**config.mk**
```make
export PLATFORM = sky130hd
export DESIGN_NAME = shift_add_mult6_flat
export DESIGN_NICKNAME = d
export VERILOG_FILES = /design/src/rtl/shift_add_mult6_if.sv /design/src/rtl/shift_add_mult6.sv /design/src/flat_wrapper.sv
export SDC_FILE = /design/constraint.sdc
export NUM_CORES = 1
export LEC_CHECK = 0
export ABC_AREA = 1
export BUFFER_PORTS_ARGS = -buffer_cell sky130_fd_sc_hd__buf_2
export CORE_MARGIN = 2
export CORE_UTILIZATION = 58
export DETAILED_ROUTE_END_ITERATION = 12
export PLACE_DENSITY = 0.79
export SKIP_LAST_GASP = 1
export SLEW_MARGIN = 0
export SYNTH_ARGS = -nofsm -noshare
export SYNTH_HDL_FRONTEND = slang
export SYNTH_SLANG_ARGS = --single-unit
```
**constraint.sdc**
```tcl
create_clock -name clk -period 2.4 [get_ports clk]
set_input_delay 0.24 -clock clk [delete_from_list [all_inputs] [get_ports clk]]
set_output_delay 0.24 -clock clk [all_outputs]
set_load 0.01 [all_outputs]
```
**src/rtl/shift_add_mult6_if.sv**
```systemverilog
// Handshake and operand/result bundle between a multiply controller and shift_add_mult6.
interface shift_add_mult6_if;
    logic        start;
    logic [5:0]  a;
    logic [5:0]  b;
    logic        busy;
    logic        done;
    logic [11:0] product;

    modport master (output start, a, b, input  busy, done, product);
    modport slave  (input  start, a, b, output busy, done, product);
endinterface

```
**src/rtl/shift_add_mult6.sv**
```systemverilog
// Sequential 6x6 unsigned shift-and-add multiplier: one 12-bit lookahead add stage,
// six data-independent steps, start/busy/done handshake and a held 12-bit product.
module shift_add_mult6 (
    input  logic                  clk,
    input  logic                  rst,
    shift_add_mult6_if.slave      bus
);

    typedef enum logic [1:0] {
        ST_IDLE = 2'd0,
        ST_RUN  = 2'd1,
        ST_DONE = 2'd2
    } state_t;

    // 12-bit add stage built from 4-bit lookahead groups; result is {carry_out, sum}.
    function automatic logic [12:0] cla_add12(input logic [11:0] x, input logic [11:0] y,
                                              input logic cin);
        logic [11:0] g;
        logic [11:0] p;
        logic [12:0] c;
        g    = x & y;
        p    = x ^ y;
        c    = 13'd0;
        c[0] = cin;
        for (int grp = 0; grp < 3; grp++) begin
            c[4*grp+1] = g[4*grp]   | (p[4*grp]   & c[4*grp]);
            c[4*grp+2] = g[4*grp+1] | (p[4*grp+1] & g[4*grp])
                       | (p[4*grp+1] & p[4*grp] & c[4*grp]);
            c[4*grp+3] = g[4*grp+2] | (p[4*grp+2] & g[4*grp+1])
                       | (p[4*grp+2] & p[4*grp+1] & g[4*grp])
                       | (p[4*grp+2] & p[4*grp+1] & p[4*grp] & c[4*grp]);
            c[4*grp+4] = g[4*grp+3] | (p[4*grp+3] & g[4*grp+2])
                       | (p[4*grp+3] & p[4*grp+2] & g[4*grp+1])
                       | (p[4*grp+3] & p[4*grp+2] & p[4*grp+1] & g[4*grp])
                       | (p[4*grp+3] & p[4*grp+2] & p[4*grp+1] & p[4*grp] & c[4*grp]);
        end
        return {c[12], p ^ c[11:0]};
    endfunction

    state_t      state_r;
    state_t      next_state_s;
    logic [11:0] mcand_r;
    logic [5:0]  mplier_r;
    logic [11:0] acc_r;
    logic [2:0]  step_r;
    logic [11:0] product_r;
    logic        busy_r;
    logic        done_r;
    logic [12:0] add_out_s;
    logic [11:0] step_sum_s;
    logic        accept_s;
    logic        last_step_s;

    assign add_out_s   = cla_add12(acc_r, mcand_r, 1'b0);
    assign step_sum_s  = mplier_r[0] ? add_out_s[11:0] : acc_r;
    assign accept_s    = bus.start && ((state_r == ST_IDLE) || (state_r == ST_DONE));
    assign last_step_s = (state_r == ST_RUN) && (step_r == 3'd5);

    // Next-state decode for the IDLE/RUN/DONE controller.
    always_comb begin
        next_state_s = state_r;
        case (state_r)
            ST_IDLE: begin
                if (bus.start) next_state_s = ST_RUN;
                else           next_state_s = ST_IDLE;
            end
            ST_RUN: begin
                if (step_r == 3'd5) next_state_s = ST_DONE;
                else                next_state_s = ST_RUN;
            end
            ST_DONE: begin
                if (bus.start) next_state_s = ST_RUN;
                else           next_state_s = ST_IDLE;
            end
            default: next_state_s = ST_IDLE;
        endcase
    end

    // State register; busy/done are registered from the next state so they align with it.
    always_ff @(posedge clk) begin
        if (rst) begin
            state_r <= ST_IDLE;
            busy_r  <= 1'b0;
            done_r  <= 1'b0;
        end else begin
            state_r <= next_state_s;
            busy_r  <= (next_state_s == ST_RUN);
            done_r  <= (next_state_s == ST_DONE);
        end
    end

    // Datapath: operand load on accept, one add/shift per RUN cycle, product on the last step.
    always_ff @(posedge clk) begin
        if (rst) begin
            mcand_r   <= 12'd0;
            mplier_r  <= 6'd0;
            acc_r     <= 12'd0;
            step_r    <= 3'd0;
            product_r <= 12'd0;
        end else if (accept_s) begin
            mcand_r  <= {6'd0, bus.a};
            mplier_r <= bus.b;
            acc_r    <= 12'd0;
            step_r   <= 3'd0;
        end else if (state_r == ST_RUN) begin
            acc_r    <= step_sum_s;
            mcand_r  <= {mcand_r[10:0], 1'b0};
            mplier_r <= {1'b0, mplier_r[5:1]};
            step_r   <= step_r + 3'd1;
            if (last_step_s) product_r <= step_sum_s;
        end
    end

    assign bus.busy    = busy_r;
    assign bus.done    = done_r;
    assign bus.product = product_r;

    shift_add_mult6_chk u_chk (
        .clk   (clk),
        .rst   (rst),
        .run   (state_r == ST_RUN),
        .carry (add_out_s[12])
    );

endmodule

// Operands never exceed 63*63, so the add stage must never carry out of bit 11.
module shift_add_mult6_chk (
    input logic clk,
    input logic rst,
    input logic run,
    input logic carry
);
    a_no_carry_out: assert property (@(posedge clk) disable iff (rst) !(run && carry));
endmodule

```
**src/flat_wrapper.sv**
```systemverilog
// flat-port wrapper written by rule: the top's interface ports become plain ports
module shift_add_mult6_flat 
  (clk, rst, bus_start, bus_a, bus_b, bus_busy, bus_done, bus_product);
  shift_add_mult6_if bus_i ();
  input  logic clk;
  input  logic rst;
  input wire logic [$bits(bus_i.start)-1:0] bus_start;
  input wire logic [$bits(bus_i.a)-1:0] bus_a;
  input wire logic [$bits(bus_i.b)-1:0] bus_b;
  output wire logic [$bits(bus_i.busy)-1:0] bus_busy;
  output wire logic [$bits(bus_i.done)-1:0] bus_done;
  output wire logic [$bits(bus_i.product)-1:0] bus_product;
  assign bus_i.start = bus_start;
  assign bus_i.a = bus_a;
  assign bus_i.b = bus_b;
  assign bus_busy = bus_i.busy;
  assign bus_done = bus_i.done;
  assign bus_product = bus_i.product;
  shift_add_mult6 u_core (.clk(clk), .rst(rst), .bus(bus_i));
endmodule
```
==> results.toml, run 1 <==
[status]
status = "finished, final reports clean"

[sta]
fin_crit_sh = 0.9328
drv_slew = 0
tns_ps = 0
worstMarginPinSlew_ps = 485.9
hold_violations = 0
finalSetupViolations = 0
final.setup.worst_slack_ps = 161.3
fin_crit_ps = 2239
fin_worst_skew_ps = 9.183
rsz0062_at_grt = "false"
timing.max_slew.rel_slack = 0.6757
fmax_mhz = 446.7

[power_and_ir_drop]
pwr-share-seq = 0.553
clock_power_share = 0.299
pwr-share-comb = 0.147
power_leakage_nw = 1.340
ir_drop_mv = 0.3112
intPower_mw = 1.139
power_density_nw_per_um2 = 581.5
netSwitchingFraction = 0.2789
switchingPower_uw = 440.6

[placement]
portBuffers = 28
dp.final_hpwl_mm = 3.670
place_congestion = 0.8012
placed_cells = 392
post-place-ws_ps = 141.0

[worst_hold_path]
whs_path_depth = 3
hold_path_class = "in2reg"

[drt]
drt-initial-drc-count = 132
wirelength_mm = 5.160
dr.pass1.iters = 4
wire_per_inst_um = 12.90
drc = 0
viasPerCell = 5.393
via_count = 2157
drtAntennaViolNets = 0

[die]
ios = 29
coreArea_um2 = 4058
die_h_um = 69.52
start_util = 0.6136
dieArea_um2 = 4833
fp.dieW_um = 69.52
std_cell_rows = 23

[clock_network]
cts-htree-levels = 2
cts.sinks = 49
cts_buffers = 5
hold_buffers = 0
post_cts_resized = 0
cts_tree = "built"
postCtsSetupBuffers = 0
clock_path_buffers = 2
root_buffer = "clkbuf_8"
worstSkewPairLatency_ps = 300
clk_pin_slew_worst_paths_ps = 90

[synthesis]
postSynthCellCount = 324
synth_enable_flop_cells = 0
yosys_warnings = 0
ys_seq_elements = 49
synth.distinct_cells = 34
synth_async_sr_flop_share = 0
synth.avg_cell_area_um2 = 7.685
syn_nets = 355
yosysTopAreaCell = "dfxtp_1"
synth_top_area_frac = 0.3940
synth-main-ff-cell = "dfxtp_1"
post_synth_main_area_contributors = "dfxtp_1 (39%), nor2_1 (7.5%), nand2_1 (6.8%)"
yosysSeqAreaShare = 0.3940
syn_area_um2 = 2490

[global_routing]
grt_first_pass_wirelength_mm = 9.025
antenna_found_initial = 0
grt_pass1_vias = 2051
grt_max_degree = 38
grt_use_total = 0.2296
grt-ovfl-total = 0

[critical_path]
start_kind = "register"
required_ps = 2580
rr_worst_depth = 9
cp_max_fo = 3
cp_slowest_cell = "fa_1"
crit_path_max_incr_delay_ps = 470
crit_arrival_ps = 2420
endpoint_kind = "register"
crit_chain = "ha_1 -> or2_1 -> nand2_2 -> nand2_4 -> nand2_4 -> nand2_4 -> fa_1 -> a211oi_1 -> a31oi_1"
critPathMostFrequentCell = "nand2_4"
crit_type = "reg2reg"

[final_layout]
multiInputGateArea_um2 = 1276
nFillCells = 351
regArea_um2 = 980.9
nNetsFinal = 380
area_delta_synth_final_pct = 9.096
num_antenna_cells = 0
drive_above_1_share = 0.1571
stdcell_count = 400
final_cell_mix = "nor2_1 (49), dfxtp_1 (49), nand2_1 (45)"

[job]
max_cap_viol_count = 0
metal layers:
metal  global-route usage  part of all wire  up-vias
met1               0.2920              0.47      997
met3              0.04942             0.046        4
met5                    0                 0        -
li1                     -                 -     1110
met2               0.3900              0.47       46
met4              0.06972             0.012        0
critical path: cells and delay by family (launching register included):
| family | cells | cell delay (ps) |
|---|---|---|
| adders and majority gates | 2 | 810 |
| AOI/OAI and AO/OA | 2 | 450 |
| and+or+nand+nor | 5 | 550 |
| DFF | 1 | 330 |
final timing paths:
check | startpoint | end | slack [ps]
worst max-delay path | u_core.acc_r[3] | u_core.bus.product[8] | 160
worst min-delay path | bus_b[5] | u_core.mplier_r[5] | 220
worst max register to register | u_core.acc_r[3] | u_core.bus.product[8] | 160
worst min register to register | u_core.mplier_r[4] | u_core.mplier_r[4] | 470
sequential cells by signal (all words and copies together) (netlist names):
register / count
u_core.acc_r: 12
u_core.bus.busy: 1
u_core.bus.done: 1
u_core.bus.product: 12
u_core.mcand_r: 12
u_core.mplier_r: 6
u_core.state_r: 2
u_core.step_r: 3
final cells by class:
cell class                      instances  share of cell area
Clock buffer                            7             0.02810
Clock inverter                          1            0.002764
Inverter                               40             0.05527
Multi-Input combinational cell        222              0.4698
Sequential cell                        49              0.3611
Tap cell                               50             0.02303
Timing Repair Buffer                   31             0.05988
Yosys cell counts, drive strengths merged (5+ instances only):
library cell,number
a211oi,7
buf,9
nor2,53
a221oi,5
ha,13
inv,40
nand2,53
o21ai,29
a21oi,18
nand3,18
dfxtp,49
xnor2,5
through the flow:
| stage | total power [mW] | hold WS, ps | instance area (um2) | util |
|---|---|---|---|---|
| 4_1_cts | 1.592 | 221.2 | 2714 | 0.6688 |
| 3_3_place_gp | 1.118 | 457.0 | 2630 | 0.6482 |
| 5_1_grt | 1.659 | 254.4 | 2716 | 0.6694 |
| 2_1_floorplan | 1.069 | 421.7 | 2490 | - |
| 3_5_place_dp | 1.123 | 461.1 | 2630 | 0.6482 |
| 6_report | 1.580 | 224.7 | 2716 | 0.6694 |
power groups by stage:
| stage | combinational, mW | sequential [mW] | clock [mW] |
|---|---|---|---|
| floorplan | 0.182 | 0.887 | 0 |
| global placement | 0.226 | 0.892 | 0 |
| detailed placement | 0.230 | 0.893 | 0 |
| CTS | 0.232 | 0.874 | 0.486 |
| global route | 0.267 | 0.879 | 0.513 |
| finish | 0.233 | 0.874 | 0.473 |
cells by family (layout without fill, tap and decap cells):
family                   Yosys count  count (layout)  share of synthesized area
XOR/XNOR                           5               5                    0.01759
adder cells (fa/ha/maj)           16              16                    0.08945
flip-flops                        49              49                     0.3940
AO/OA/AOI/OAI                     67              67                     0.1558
buffers and inverters             53              79                    0.09447
AND/OR/NAND/NOR                  132             132                     0.2407
multiplexers                       2               2                   0.008041
(Power assumes the default switching activity.)
==> run 2: changes to the inputs <==
--- a/config.mk
+++ b/config.mk
@@ -5,12 +5,11 @@
 export SDC_FILE = /design/constraint.sdc
 export NUM_CORES = 1
 export LEC_CHECK = 0
-export ABC_AREA = 1
 export BUFFER_PORTS_ARGS = -buffer_cell sky130_fd_sc_hd__buf_2
 export CORE_MARGIN = 2
-export CORE_UTILIZATION = 58
+export CORE_UTILIZATION = 55
 export DETAILED_ROUTE_END_ITERATION = 12
-export PLACE_DENSITY = 0.79
+export PLACE_DENSITY = 0.76
 export SKIP_LAST_GASP = 1
 export SLEW_MARGIN = 0
 export SYNTH_ARGS = -nofsm -noshare
==> run 2 against run 1 <==
Die area is 1.7% higher. Global-route usage decreased by 0.82 points. Synthesized cell count fell by 11%. Sequential cell count did not move. Utilization is 0.92 points lower. Clock skew fell by 0.87 ps. Fmax shrank 3.1%.
==> results.toml, run 2 <==
[status]
status = "finished, final reports clean"

[critical_path]
endpoint_kind = "register"
crit_arrival_ps = 2480
rr_worst_depth = 11
worstReg2RegEnd = "u_core.acc_r[9]"
crit_path_max_incr_delay_ps = 420
cp_max_fo = 3
start_kind = "register"
cp_slowest_cell = "fa_2"
crit_chain = "ha_1 -> a21o_1 -> a31oi_1 -> o21ai_2 -> fa_2 -> xnor2_2 -> nand2_1 -> o21ai_2 -> nor2_1 -> a21oi_1 -> nor2_1"
crit_type = "reg2reg"
r2r_start = "u_core.acc_r[7]"
rrSetupSlack_ps = 90
required_ps = 2570

[final_layout]
final_common_cell = "nand2_1"
area_delta_synth_final_pct = 17.90
fin_area_um2 = 2835
stdcell_count = 375
post-route-util = 0.6603
num_antenna_cells = 0
drive_above_1_share = 0.2105
final_cell_mix = "nand2_1 (50), dfxtp_1 (47), nor2_1 (39)"
nNetsFinal = 353

[sta]
finalSetupViolations = 0
fin_crit_sh = 0.9622
fin_crit_ps = 2309
hold_violations = 0
fmax_mhz = 433.1
worstMarginPinSlew_ps = 739.5
timing.hold.ws_ps = 210.9
drv_slew = 0
fin_worst_skew_ps = 8.311
timing.max_slew.rel_slack = 0.5070

[synthesis]
postSynthCellCount = 289
netlist_top_cells_count = "nand2_1 (50), dfxtp_1 (49), nor2_1 (39)"
synth-main-ff-cell = "dfxtp_1"
syn_area_um2 = 2405
synth_most_common_cell = "nand2_1"
synth.avg_cell_area_um2 = 8.321
synth_enable_flop_cells = 0
yosys_warnings = 0
yosysSeqAreaShare = 0.4079
post_synth_main_area_contributors = "dfxtp_1 (41%), nand2_1 (7.8%), ha_1 (6.8%)"
synth.distinct_cells = 39
synth_async_sr_flop_share = 0
yosysTopAreaCell = "dfxtp_1"
ys_seq_elements = 49
syn_nets = 320
synth_top_area_frac = 0.4079

[clock_network]
clock_path_buffers = 2
cts_tree = "built"
cts_buffers = 5
clk_pin_slew_worst_paths_ps = 90
cts-htree-levels = 2
hold_buffers = 0
cts.sinks = 49
worstSkewPairLatency_ps = 310
root_buffer = "clkbuf_8"

[power_and_ir_drop]
ir_drop_mv = 0.2806
pwr-share-comb = 0.118
intPower_mw = 1.262
switchingPower_uw = 412.2
power_density_nw_per_um2 = 590.3
power_leakage_nw = 1.145
power_mw = 1.674
netSwitchingFraction = 0.2463
pwr-share-seq = 0.515
clock_power_share = 0.367

[worst_hold_path]
whs_path_depth = 3
min_to = "u_core.mcand_r[1]"
holdCritStartpoint = "bus_a[1]"
hold_path_class = "in2reg"

[global_routing]
grt_first_pass_wirelength_mm = 8.763
grt_use_total = 0.2214
antenna_found_initial = 0
grt_max_degree = 29
gr-usage-met2 = 0.3556
grt-ovfl-total = 0
use_met3 = 0.05051
grt-busiest-layer = "met2"
gr-usage-met1 = 0.2949
grt_pass1_vias = 1964

[placement]
place_congestion = 0.8276
portBuffers = 28
placed_area_um2 = 2645
placed_cells = 365
dp.final_hpwl_mm = 3.631

[job]
max_cap_viol_count = 0

[die]
die_h_um = 70.13
std_cell_rows = 24
coreArea_um2 = 4294
fp.dieW_um = 70.13
dieArea_um2 = 4918
ios = 29
start_util = 0.5600

[drt]
via_count = 2085
wire_per_inst_um = 13.83
viasPerCell = 5.560
drtAntennaViolNets = 0
wirelength_mm = 5.187
drt-initial-drc-count = 122
dr.pass1.iters = 4
drc = 0
-- run 2: changes by cell type after synthesis, moves of 9 or more --
cell	delta
inv_1	-32
clkbuf_1	+13
nor2_1	-11
o21ai_0	-23
nand3_1	-14
a21oi_1	+9
-- run 2: power groups by stage --
stage	clock, mW	sequential [mW]	combinational (mW)
floorplan	0	0.873	0.132
global placement	0	0.877	0.181
detailed placement	0	0.879	0.184
CTS	0.628	0.860	0.188
global route	0.660	0.867	0.221
finish	0.614	0.863	0.197
-- run 2: layout make-up --
cell class	count	area, um2
clock buffer	7	86.33
clock inverter	1	30.03
fill	357	1459
inverter	5	18.77
multi-input combinational	217	1391
sequential	49	983.4
tap	52	65.06
timing repair buffer	44	260.3
-- run 2: stage by stage --
| step | setup slack, ps | setup TNS (ps) |
|---|---|---|
| global route | -29.16 | -48.59 |
| floorplan | 112.5 | 0 |
| detailed placement | -4.113 | -4.113 |
| CTS | 14.07 | 0 |
| global placement | 75.70 | 0 |
| finish | 90.80 | 0 |
-- run 2: cell families after synthesis --
logic type | share of synthesized area
simple gates | 0.2019
compound gates | 0.1863
flops | 0.4079
buf+inv | 0.03694
fa+ha+maj | 0.09261
mux | 0.04162
xor+xnor | 0.03278
-- run 2: worst max-delay path: cells and delay by family, from the launching register on --
| family | cells | cell delay [ps] |
|---|---|---|
| AO/OA/AOI/OAI | 5 | 700 |
| XOR/XNOR | 1 | 170 |
| adder cells (fa/ha/maj) | 2 | 740 |
| flip-flops | 1 | 360 |
| AND/OR/NAND/NOR | 3 | 200 |
-- run 2: metal layers --
| layer | share of wire | up-vias | wire (um) |
|---|---|---|---|
| li1 | - | 1065 | - |
| met1 | 0.47 | 969 | 2431 |
| met2 | 0.48 | 43 | 2468 |
| met3 | 0.040 | 8 | 210 |
| met4 | 0.015 | 0 | 76 |
| met5 | 0 | - | 0 |
-- run 2: worst max-delay path by stage --
stage,cells past startpoint,from,to
5_1_grt,11,u_core.acc_r[7],u_core.bus.product[9]
4_1_cts,11,u_core.acc_r[5],u_core.acc_r[9]
3_5_place_dp,11,u_core.acc_r[2],u_core.acc_r[9]
3_3_place_gp,11,u_core.acc_r[2],u_core.acc_r[9]
6_report,11,u_core.acc_r[7],u_core.acc_r[9]
2_1_floorplan,11,u_core.acc_r[2],u_core.bus.product[9]
-- run 2: timing repair --
| item | in CTS | in global routing |
|---|---|---|
| setup endpoints to repair | 2 | 4 |
| pin swaps | 1 | 4 |
| endpoints found under the hold margin | 0 | 0 |
| gates resized for setup | 1 | 12 |
| buffers inserted | 1 | 1 |
| gates cloned | 0 | 0 |
